===== src/rtl/spell_mem_ctrl.sv =====
// Registered memory controller for the Spell CPU: routes code/data/IO requests to a
// Wishbone SRAM master, an IO port or a local port, with a one-word read line buffer and timeout.
module spell_mem_ctrl #(
  parameter int unsigned ADDR_WIDTH      = 8,
  parameter int unsigned IO_BASE         = 'h20,
  parameter int unsigned IO_LIMIT        = 'h60,
  parameter int unsigned SRAM_ADDR_WIDTH = 10,
  parameter int unsigned TIMEOUT_CYCLES  = 15
) (
  input  logic                       clock,
  input  logic                       reset_n,
  input  logic                       sram_enable,
  input  logic                       select,
  input  logic [ADDR_WIDTH-1:0]      addr,
  input  logic [7:0]                 data_in,
  input  logic                       memory_type_data,
  input  logic                       write,
  output logic [7:0]                 data_out,
  output logic                       data_ready,
  output logic                       error,
  output logic                       io_sel_o,
  output logic                       io_we_o,
  output logic [ADDR_WIDTH-1:0]      io_addr_o,
  output logic [7:0]                 io_dat_o,
  input  logic [7:0]                 io_dat_i,
  input  logic                       io_ready_i,
  output logic                       loc_sel_o,
  output logic                       loc_we_o,
  output logic                       loc_type_o,
  output logic [ADDR_WIDTH-1:0]      loc_addr_o,
  output logic [7:0]                 loc_dat_o,
  input  logic [7:0]                 loc_dat_i,
  input  logic                       loc_ready_i,
  output logic                       sram_cyc_o,
  output logic                       sram_stb_o,
  output logic                       sram_we_o,
  output logic [3:0]                 sram_sel_o,
  output logic [SRAM_ADDR_WIDTH-1:0] sram_addr_o,
  output logic [31:0]                sram_dat_o,
  input  logic [31:0]                sram_dat_i,
  input  logic                       sram_ack_i
);

  localparam int unsigned AW = ADDR_WIDTH;
  localparam int unsigned TW = AW - 1;

  typedef enum logic [2:0] {IDLE, SRAM_WAIT, IO_WAIT, LOC_WAIT, DONE} state_e;

  state_e        state_q, state_d;
  logic          rearm_q, rearm_d;
  logic [AW-1:0] addr_q, addr_d;
  logic [7:0]    wdat_q, wdat_d;
  logic          type_q, type_d;
  logic          we_q, we_d;
  logic [7:0]    tmo_q, tmo_d;
  logic          lb_valid_q, lb_valid_d;
  logic [TW-1:0] lb_tag_q, lb_tag_d;
  logic [31:0]   lb_data_q, lb_data_d;
  logic [7:0]    dout_q, dout_d;
  logic          rdy_q, rdy_d;
  logic          err_q, err_d;
  logic          io_sel_q, io_sel_d;
  logic          loc_sel_q, loc_sel_d;
  logic          sram_cyc_q, sram_cyc_d;
  logic [3:0]    sram_sel_q, sram_sel_d;

  logic          accept, is_io, lb_hit, target_ack, tmo_expired;
  logic [TW-1:0] req_tag, tag_q;

  function automatic logic [7:0] lane(input logic [31:0] w, input logic [1:0] i);
    return w[{i, 3'b000} +: 8];
  endfunction

  assign accept      = (state_q == IDLE) && select && rearm_q;
  assign is_io       = memory_type_data && (32'(addr) >= IO_BASE) && (32'(addr) < IO_LIMIT);
  assign req_tag     = {memory_type_data, addr[AW-1:2]};
  assign tag_q       = {type_q, addr_q[AW-1:2]};
  assign lb_hit      = lb_valid_q && (lb_tag_q == req_tag) && !write;
  assign tmo_expired = tmo_q >= 8'(TIMEOUT_CYCLES - 1);

  always_comb begin
    target_ack = 1'b0;
    unique case (state_q)
      SRAM_WAIT: target_ack = sram_ack_i;
      IO_WAIT:   target_ack = io_ready_i;
      LOC_WAIT:  target_ack = loc_ready_i;
      default:   target_ack = 1'b0;
    endcase
  end

  always_ff @(posedge clock or negedge reset_n) begin
    if (!reset_n) state_q <= IDLE;
    else          state_q <= state_d;
  end

  always_comb begin
    state_d = state_q;
    unique case (state_q)
      IDLE: begin
        if (accept) begin
          if (is_io)             state_d = IO_WAIT;
          else if (!sram_enable) state_d = LOC_WAIT;
          else if (lb_hit)       state_d = DONE;
          else                   state_d = SRAM_WAIT;
        end
      end
      SRAM_WAIT, IO_WAIT, LOC_WAIT: if (target_ack || tmo_expired) state_d = DONE;
      DONE:    state_d = IDLE;
      default: state_d = IDLE;
    endcase
  end

  always_comb begin
    rearm_d    = rearm_q;
    addr_d     = addr_q;
    wdat_d     = wdat_q;
    type_d     = type_q;
    we_d       = we_q;
    tmo_d      = tmo_q;
    lb_valid_d = lb_valid_q;
    lb_tag_d   = lb_tag_q;
    lb_data_d  = lb_data_q;
    dout_d     = dout_q;
    rdy_d      = 1'b0;
    err_d      = 1'b0;
    io_sel_d   = io_sel_q;
    loc_sel_d  = loc_sel_q;
    sram_cyc_d = sram_cyc_q;
    sram_sel_d = sram_sel_q;

    // A held select must drop once before another request is taken.
    if (accept)       rearm_d = 1'b0;
    else if (!select) rearm_d = 1'b1;

    unique case (state_q)
      IDLE: begin
        if (accept) begin
          addr_d = addr;
          wdat_d = data_in;
          type_d = memory_type_data;
          we_d   = write;
          tmo_d  = '0;
          if (is_io)             io_sel_d  = 1'b1;
          else if (!sram_enable) loc_sel_d = 1'b1;
          else if (lb_hit) begin
            dout_d = lane(lb_data_q, addr[1:0]);
            rdy_d  = 1'b1;
          end else begin
            sram_cyc_d = 1'b1;
            sram_sel_d = 4'b0001 << addr[1:0];
          end
        end
      end
      SRAM_WAIT, IO_WAIT, LOC_WAIT: begin
        tmo_d = tmo_q + 8'd1;
        if (target_ack || tmo_expired) begin
          io_sel_d   = 1'b0;
          loc_sel_d  = 1'b0;
          sram_cyc_d = 1'b0;
          sram_sel_d = '0;
          rdy_d      = 1'b1;
        end
        if (target_ack) begin
          if (we_q)                       dout_d = '0;
          else if (state_q == SRAM_WAIT)  dout_d = lane(sram_dat_i, addr_q[1:0]);
          else if (state_q == IO_WAIT)    dout_d = io_dat_i;
          else                            dout_d = loc_dat_i;
          if (state_q == SRAM_WAIT) begin
            if (!we_q) begin
              lb_valid_d = 1'b1;
              lb_tag_d   = tag_q;
              lb_data_d  = sram_dat_i;
            end else if (lb_valid_q && (lb_tag_q == tag_q)) begin
              lb_data_d[{addr_q[1:0], 3'b000} +: 8] = wdat_q;
            end
          end
        end else if (tmo_expired) begin
          err_d  = 1'b1;
          dout_d = we_q ? 8'h00 : 8'hFF;
          if (state_q == SRAM_WAIT) lb_valid_d = 1'b0;
        end
      end
      default: ;
    endcase

    if (!sram_enable) lb_valid_d = 1'b0;
  end

  always_ff @(posedge clock or negedge reset_n) begin
    if (!reset_n) begin
      rearm_q    <= 1'b1;
      addr_q     <= '0;
      wdat_q     <= '0;
      type_q     <= 1'b0;
      we_q       <= 1'b0;
      tmo_q      <= '0;
      lb_valid_q <= 1'b0;
      lb_tag_q   <= '0;
      lb_data_q  <= '0;
      dout_q     <= '0;
      rdy_q      <= 1'b0;
      err_q      <= 1'b0;
      io_sel_q   <= 1'b0;
      loc_sel_q  <= 1'b0;
      sram_cyc_q <= 1'b0;
      sram_sel_q <= '0;
    end else begin
      rearm_q    <= rearm_d;
      addr_q     <= addr_d;
      wdat_q     <= wdat_d;
      type_q     <= type_d;
      we_q       <= we_d;
      tmo_q      <= tmo_d;
      lb_valid_q <= lb_valid_d;
      lb_tag_q   <= lb_tag_d;
      lb_data_q  <= lb_data_d;
      dout_q     <= dout_d;
      rdy_q      <= rdy_d;
      err_q      <= err_d;
      io_sel_q   <= io_sel_d;
      loc_sel_q  <= loc_sel_d;
      sram_cyc_q <= sram_cyc_d;
      sram_sel_q <= sram_sel_d;
    end
  end

  assign data_out    = dout_q;
  assign data_ready  = rdy_q;
  assign error       = err_q;
  assign io_sel_o    = io_sel_q;
  assign io_we_o     = io_sel_q & we_q;
  assign io_addr_o   = addr_q;
  assign io_dat_o    = wdat_q;
  assign loc_sel_o   = loc_sel_q;
  assign loc_we_o    = loc_sel_q & we_q;
  assign loc_type_o  = type_q;
  assign loc_addr_o  = addr_q;
  assign loc_dat_o   = wdat_q;
  assign sram_cyc_o  = sram_cyc_q;
  assign sram_stb_o  = sram_cyc_q;
  assign sram_we_o   = sram_cyc_q & we_q;
  assign sram_sel_o  = sram_sel_q;
  assign sram_addr_o = SRAM_ADDR_WIDTH'({type_q, addr_q[AW-1:2], 2'b00});
  assign sram_dat_o  = {4{wdat_q}};

endmodule


===== config.mk =====
export PLATFORM = sky130hd
export DESIGN_NAME = spell_mem_ctrl
export DESIGN_NICKNAME = d
export VERILOG_FILES = /design/src/rtl/spell_mem_ctrl.sv
export SDC_FILE = /design/constraint.sdc
export NUM_CORES = 1
export LEC_CHECK = 0
export BUFFER_PORTS_ARGS = -buffer_cell sky130_fd_sc_hd__buf_2
export CAP_MARGIN = 40
export CORE_AREA = 5 5 106 108
export CTS_BUF_LIST = sky130_fd_sc_hd__clkbuf_4 sky130_fd_sc_hd__clkbuf_8
export DETAILED_ROUTE_END_ITERATION = 12
export DIE_AREA = 0 0 111 113
export HOLD_SLACK_MARGIN = 0.02
export PLACE_DENSITY = 0.89
export SLEW_MARGIN = 20
export SYNTH_ARGS = -nofsm -noshare
export SYNTH_HDL_FRONTEND = slang
export SYNTH_SLANG_ARGS = --single-unit

===== constraint.sdc =====
create_clock -name clock -period 2.32 [get_ports clock]
set_input_delay 0.116 -clock clock [delete_from_list [all_inputs] [get_ports clock]]
set_output_delay 0.116 -clock clock [all_outputs]
set_load 0.005 [all_outputs]

# After elaboration in Yosys (flattened, before gate mapping)

Index checks and enable logic that the tools add are counted.

Reductions and logical operators: 22
Order comparisons: 3
Bitwise operators: 4
Equality and inequality tests: 20
Div/mod/pow operators: 0
$add $sub $neg: 2
Multiplexer cells: 60
Shift-type cells: 5
$mul: 0

Operator list:

| cell                                                                          | count |
|---|---|
| 8-bit two-way mux                                                             | 11 |
| 32-bit two-way mux                                                            | 2 |
| 32-bit by 6-bit indexed part select with 8-bit output                         | 2 |
| 32-bit bitwise mux                                                            | 1 |
| 8-bit one-hot mux with 2 select lines                                         | 2 |
| 8-bit by 7-bit variable shift with 32-bit output (first input constant)       | 1 |
| 8-bit by 7-bit indexed part select with 32-bit output                         | 1 |
| 1-bit two-way mux                                                             | 27 |
| 4-bit two-way mux                                                             | 5 |
| 2-bit inequality test (second input constant)                                 | 8 |
| 4-bit AND reduction                                                           | 4 |
| 3-bit two-way mux                                                             | 5 |
| 7-bit == test                                                                 | 2 |
| 6-bit AND reduction                                                           | 2 |
| 8-bit by 1-bit adder with 8-bit output (second input constant)                | 1 |
| 8-bit by 4-bit >= comparator with 1-bit output (second input constant)        | 1 |
| 8-bit by 6-bit >= comparator with 1-bit output (second input constant)        | 1 |
| 8-bit by 7-bit less-than comparator with 1-bit output (second input constant) | 1 |
| 2-bit by 1-bit inequality test with 1-bit output (second input constant)      | 4 |
| 1-bit one-hot mux with 2 select lines                                         | 4 |
| 4-bit one-hot mux with 2 select lines                                         | 1 |
| 1-bit logical AND                                                             | 7 |
| 5-bit negator with 7-bit output                                               | 1 |
| 3-bit by 2-bit == test with 1-bit output (second input constant)              | 2 |
| other kinds (15)                                                              | 20 |

Latch bits: 0
Input port bits: 73
Logic and storage cells: 133
Bits in writable memories: 0
Register bits after elaboration: 87
Memory bits (read-only): 0
Memories: 0
Output and inout bits: 96

# Logic depth before layout (Yosys ltp)

Gate-level depths: netlist of the first run.

Depth after elaboration: 8
Depth in mapped cells: 8
Gate-level depth less buffers: 7

# Least setup slack after synthesis of the first run

No wires, ideal clock.

Path kind: register -> register
From: register addr_q[0] (netlist: io_addr_o[0])
To: register dout_q[4] (netlist: data_out[4])
Data required time: 2,195 ps
Path buffers: 1
Slack: 264 ps
Arrival: 1,931 ps
Period minus slack after synthesis: 2,056 ps
Setup time: 125 ps
Cell stages (with the launch flop): 6
Cell sequence: dfrtp_1 > buf_6 > mux4_2 > a22o_1 > a221o_1 > mux2_2

Word-level cells in the longest chain between the ends: 5

RTL lines:

| item                                                  | line | source |
|---|---|---|
| start: declaration                                    | 51   | `logic [AW-1:0] addr_q, addr_d;` |
| start signal: assignment                              | 209  | `addr_q <= addr_d;` |
| 32-bit by 6-bit indexed part select with 8-bit output | 71   | `return w[{i, 3'b000} +: 8];` |
| 8-bit two-way mux                                     | 165  | `else if (state_q == SRAM_WAIT) dout_d = lane(sram_dat_i, addr_q[1:0]);` |
| 8-bit two-way mux                                     | 164  | `if (we_q) dout_d = '0;` |
| 8-bit two-way mux                                     | 163  | `if (target_ack) begin` |
| 8-bit one-hot mux with 2 select lines                 | 135  | `unique case (state_q)` |
| end signal: assignment                                | 217  | `dout_q <= dout_d;` |
| end: declaration                                      | 59   | `logic [7:0] dout_q, dout_d;` |

Every way passes these cells.
A chain may end at the register's enable or synchronous reset.

# Final worst setup path of the first run

From: register addr_q[0] (netlist: io_addr_o[0])
To: register dout_q[0] (netlist: data_out[0])

Same word-level chain as after synthesis.

==> results of run 1 <==
[per-stage QoR]
stage | util, % | total power [W] | setup WS [ns]
final | 62.0 | 0.00846 | 0.137
after global routing | 62.0 | 0.00903 | 0.0645
after CTS | 62.0 | 0.00848 | 0.0409
after detailed placement | 58.2 | 0.00720 | 0.0804
after global placement | 58.2 | 0.00699 | 0.216
after floorplan | - | 0.00614 | 0.264
[registers in the layout (all words and copies together) (netlist names), 3 cells and up]
| name | flops |
|---|---|
| lb_tag_q | 7 |
| data_out | 8 |
| lb_data_q | 32 |
| state_q | 3 |
| io_dat_o | 8 |
| tmo_q | 8 |
| sram_sel_o | 4 |
| io_addr_o | 8 |
[what timing repair did]
action / in CTS / in global routing
resized for setup: 0 / 3
endpoints found under the setup margin: 0 / 16
hold buffers: 15 / 0
hold endpoints to repair: 54 / 0
[critical path, cell delays in order (launching register included)]
cell and delay, ns:
dfrtp_1 0.47, buf_12 0.18, mux4_1 0.59, a22o_1 0.25
a221o_1 0.33, mux2_2 0.25
[synth_stat cells, types with 3 or more instances]
master    count  area, µm²
mux4_2       15        338
nand3b_1      3       22.5
inv_1         9       33.8
xor2_1        6       52.6
mux2_2       61        687
dfrtp_1      86       2150
mux2i_1       5       50.1
nand2_1      21       78.8
nor2_1       19       71.3
a22o_1       48        420
buf_2         6       30.0
nand3_1       5       25.0
xnor2_1      13        114
nand2b_1      3       18.8
nor3_1        4       20.0
buf_4        63        473
nand4_1       3       18.8
o21ai_0       7       35.0
a21o_1        4       30.0
clkbuf_1     10       37.5
ha_1          6       75.1
a221o_1       8       80.1
and4_1        3       26.3
[worst paths after layout]
kind	slack, ns	start	end
setup / recovery	0.14	io_addr_o[0]$_DFFE_PN0P_	data_out[0]$_DFFE_PN0P_
hold / removal	0.05	addr[7]	io_addr_o[7]$_DFFE_PN0P_
setup reg to reg	0.14	io_addr_o[0]$_DFFE_PN0P_	data_out[0]$_DFFE_PN0P_
hold reg to reg	0.46	rearm_q$_DFFE_PN1P_	rearm_q$_DFFE_PN1P_
max in group asynchronous	1.34	reset_n	rearm_q$_DFFE_PN1P_
min in group asynchronous	0.28	reset_n	lb_data_q[17]$_DFFE_PN0P_
[cells by family after synthesis]
group | count (synthesis)
buffers and inverters | 92
muxes | 83
other | 1
adders and majority gates | 6
xor gates and xnor gates | 19
DFF | 87
and+or+nand+nor | 75
AOI/OAI and AO/OA | 87
[layer usage]
| metal | up-vias | track usage [%] | routed length [µm] |
|---|---|---|---|
| met5 | - | 0 | 0 |
| met4 | 0 | 9.69 | 319 |
| met3 | 29 | 4.65 | 1170 |
| met2 | 245 | 38.7 | 7130 |
| met1 | 2086 | 28.0 | 5650 |
| li1 | 1853 | - | - |
[power by group through the flow]
stage / Sequential, W / Combinational [W] / Clock [W]
2_1_floorplan: 0.00278 / 0.00336 / 0
3_3_place_gp: 0.00288 / 0.00411 / 0
3_5_place_dp: 0.00295 / 0.00425 / 0
4_1_cts: 0.00293 / 0.00432 / 0.00123
5_1_grt: 0.00305 / 0.00470 / 0.00128
6_report: 0.00294 / 0.00431 / 0.00121
[layout make-up]
class | count | area share, %
clock inverters | 5 | 1.29
flip-flops and latches | 87 | 34.7
inverters | 10 | 0.597
repair buffers | 200 | 18.3
clock buffers | 11 | 2.31
well taps | 136 | 2.71
multi-input cells | 273 | 40.1
==> metrics.txt, run 1 <==
status finished, final reports clean; pin count of the biggest net entering global routing 43; DR vias/cell ~6; commonest non-fill, non-tap cells in the layout buf_2, dfrtp_1, mux2_2; initial antenna violation count 0; PD cells 1350 nW/µm²; area growth from synthesis to layout 18.9%; sequential share of the synthesized area between 40% and 50%; CTS tree yes; worst vdd ir between 0.0007 and 0.0008 V; Least-Margin Pin Slew between 0.7 and 0.8 ns; most common cell after layout, fill and taps aside buf_2; final period utilization a little over nine tenths; cell area after synthesis 5290 µm²; setup TNS 0 ns; via count 4213; DRT iter0 DRCs ~390; layout cell share with drive strength beyond 1 between 40% and 50%; critical path startpoint category register; Clk network pwr share 14.3%; Setup-failing EPs final 0; Hold Slack just over 0.05 ns; number of synthesized register bits between 80 and 90; H-tree depth 3; wire per inst 19.8 µm; Final ANT Viol Nets 0; Hold Path Stages 2; row count 37; RSZ-0062 raised after global routing no; Die Ht 113 µm; Post-Synth Simple-Gate Area 7.48%; Static Leak 3.06 nW; Synth Area per Inst approximately 12 µm²; Synth Area in Compound Gates around 14%; number of synthesized flops with an enable pin 0; DRC violations left 0; first-pass GRT wire length 22600 µm; Multi-input gate area approximately 2500 µm²; gpl congestion 0.942; Slew HR between 50 and 60%; P_sw between 0.003 and 0.004 W; final instance area between 6000 and 7000 µm²; asr flop ratio synth 100%; R2R depth 5; vias in the first global route between 4000 and 5000; Max-cap violations 0; Die X between 100 and 150 µm; I/O pin count roughly 170; Internal around 0.0052 W; root buffer cell clkbuf_8; Tmin final about 2.2 ns; Max Root-Sink Buffers 2; skew final between 0.02 and 0.025 ns; Main synth FF type dfrtp_1; Core ar. about 10000 µm²; WL final 14300 µm; Overflow after GRT 0; Non-Filler Instances 722; Post-Synth XOR/XNOR Area 3.15%; Fillers between 700 and 800; Synth Area in Adders between 1 and 1.5%; drt pass-1 iters 6; Slew Viols, Final 0; Worst Hold Class primary input to register; ant diodes 0; PortBufs between 150 and 200; Die Area 12500 µm²; Placement Cell Area around 5900 µm²; Synth warnings 0; DP Wirelength ~10000 µm; placed insts 691; worst-skew pair later-pin latency 0.37 ns; max frequency about 460 MHz; combinational group share of total power 50.9%; largest family of logic cells by synthesized area multiplexers; nets@finish 660; Post-CTS Setup Inserts 0; worst-path fanout max 13; initial cell density of the core roughly 52%; mux contribution to synthesized area 21.1%; Cells after Synth 450; Synth cell types between 50 and 60; CP Data Arrival Time roughly 2.4 ns; Hold Vio Cnt, Final 0; CTS clk-pin slew, worst paths ~0.09 ns; Sw Share between 30% and 40%; part of the power in registers between 30% and 40%; GRT Total Usage 22.6%; CTS Buf Count 9; register area roughly 2200 µm²; Setup CP Type register to register; clk sinks 87; Worst EP required ~2.6 ns; Worst Setup End Kind register
(Power assumes the default switching activity.)
==> run 2: changes to the inputs <==
Settings changed: PLACE_DENSITY 0.89 to default, PLACE_DENSITY_LB_ADDON from default to 0.2.
==> run 2 against run 1 <==
Critical path depth did not move; utilization down 0.53 points; sequential power down 2%; register-to-register slack barely moved; wire length is 4.9% lower; maximum frequency is 0.25% lower.
==> metrics.txt, run 2 (synthesis results as in run 1) <==
DR vias/cell 5.54; GRT Total Usage 21.7%; Util after Layout 61.5%; initial antenna violation count 0; CTS Buf Count 9; Tmin final 2.19 ns; gpl congestion ~0.86; clk sinks between 80 and 90; final period utilization 94.3%; Worst Hold Class primary input to register; commonest non-fill, non-tap cells in the layout buf_2, dfrtp_1, mux2_2; ant diodes 0; worst-path fanout max 8; drt pass-1 iters 4; root buffer cell clkbuf_8; Die Area 12500 µm²; worst-skew pair later-pin latency between 0.3 and 0.4 ns; DRC violations left 0; max frequency between 400 and 500 MHz; nets@finish about 660; PortBufs 165; Die Ht ~110 µm; setup TNS 0 ns; Die X about 110 µm; Core ar. a little over 10000 µm²; Setup-failing EPs final 0; part of the power in registers roughly 36%; Hold Slack between 0.04 and 0.05 ns; Worst Setup End Kind register; layout cell share with drive strength beyond 1 around half; PD cells between 1000 and 1500 nW/µm²; via count about 4000; Crit-path slowest cell dfrtp_1; P_sw about 0.0031 W; critical path startpoint category register; row count 37; CP peak stage delay 0.47 ns; Worst EP required 2.56 ns; Critical Path, Cell by Cell nor2b_1 -> nand3b_2 -> nor4_4 -> a21o_1 -> mux2_2; Final ANT Viol Nets 0; CTS clk-pin slew, worst paths roughly 0.08 ns; final instance area 6230 µm²; max reg flops 32; Max Root-Sink Buffers 2; Internal between 0.004 and 0.005 W; DRT iter0 DRCs roughly 190; Clk network pwr share between 10% and 20%; Max-cap violations 0; DP Wirelength a little over 10000 µm; combinational group share of total power 53.1%; Biggest register lb_data_q; Overflow after GRT 0; worst vdd ir about 0.00068 V; I/O pin count 169; Post-CTS Setup Inserts 0; CTS tree yes; first-pass GRT wire length 21800 µm; area growth from synthesis to layout 17.9%; initial cell density of the core 52.1%; CP Data Arrival Time ~2.4 ns; Slew Viols, Final 0; Slew HR around 52%; Sw Share between 30% and 40%; Setup CP Type register to register; status finished, final reports clean; vias in the first global route between 4000 and 5000; Placement Cell Area 5920 µm²; WL final around 14000 µm; Least-Margin Pin Slew 0.704 ns; H-tree depth 3; pin count of the biggest net entering global routing between 50 and 60; Hold Vio Cnt, Final 0; skew final 0.00640 ns; wire per inst ~19 µm; RSZ-0062 raised after global routing no; most common cell after layout, fill and taps aside buf_2; Static Leak ~3.1 nW
==> run 2: area by class of cell <==
| type | instances | area, µm² |
|---|---|---|
| flip-flops and latches | 87 | 2180 |
| multi-input cells | 273 | 2520 |
| clock buffers | 12 | 146 |
| clock inverters | 2 | 10.0 |
| well taps | 136 | 170 |
| fillers | 843 | 3910 |
| repair buffers | 204 | 1170 |
| inverters | 10 | 37.5 |
==> run 2: repair_timing <==
action,CTS,global route
hold endpoints to repair,49,0
hold buffers,15,0
endpoints found under the setup margin,0,9
gates resized for setup,0,2
==> run 2: worst max-delay path, delay by kind of cell, from the launching register on <==
family	cells	cell delay (ns)
AO/OA/AOI/OAI	1	0.42
flip-flops	1	0.47
multiplexers	1	0.39
AND/OR/NAND/NOR	3	0.80
==> run 2: final timing paths <==
kind / from / endpoint / slack (ns) / cells after the start
worst max-delay path: state_q[0]$_DFFE_PN0P_ / lb_data_q[2]$_DFFE_PN0P_ / 0.13 / 5
worst min-delay path: memory_type_data / loc_type_o$_DFFE_PN0P_ / 0.04 / 2
worst max register to register: state_q[0]$_DFFE_PN0P_ / lb_data_q[2]$_DFFE_PN0P_ / 0.13 / 5
worst min register to register: rearm_q$_DFFE_PN1P_ / rearm_q$_DFFE_PN1P_ / 0.47 / 2
max in group asynchronous: reset_n / lb_data_q[16]$_DFFE_PN0P_ / 1.39 / 3
min in group asynchronous: reset_n / state_q[1]$_DFFE_PN0P_ / 0.27 / 2
==> run 2: power by group through the flow <==
stage	combinational [W]	clock (W)	sequential, W
floorplan	0.00336	0	0.00278
global placement	0.00422	0	0.00285
detailed placement	0.00432	0	0.00291
CTS	0.00435	0.000955	0.00288
global route	0.00471	0.00101	0.00302
finish	0.00431	0.000918	0.00289
==> run 2: metal layers <==
layer  track usage (%)  vias up  wire length [µm]
met5                 0        -                 0
met4              7.22        0               231
met3              4.17       19              1020
met2              36.5      156              6450
met1              28.4     1972              5870
li1                  -     1864                 -
==> run 2: metrics by stage <==
| stage | instances | setup WS [ns] | power, W |
|---|---|---|---|
| 6_report | 724 | 0.132 | 0.00811 |
| 5_1_grt | 724 | 0.0192 | 0.00873 |
| 4_1_cts | 724 | 0.0854 | 0.00818 |
| 3_5_place_dp | 695 | 0.106 | 0.00723 |
| 3_3_place_gp | 694 | 0.151 | 0.00707 |
| 2_1_floorplan | 452 | 0.264 | 0.00614 |
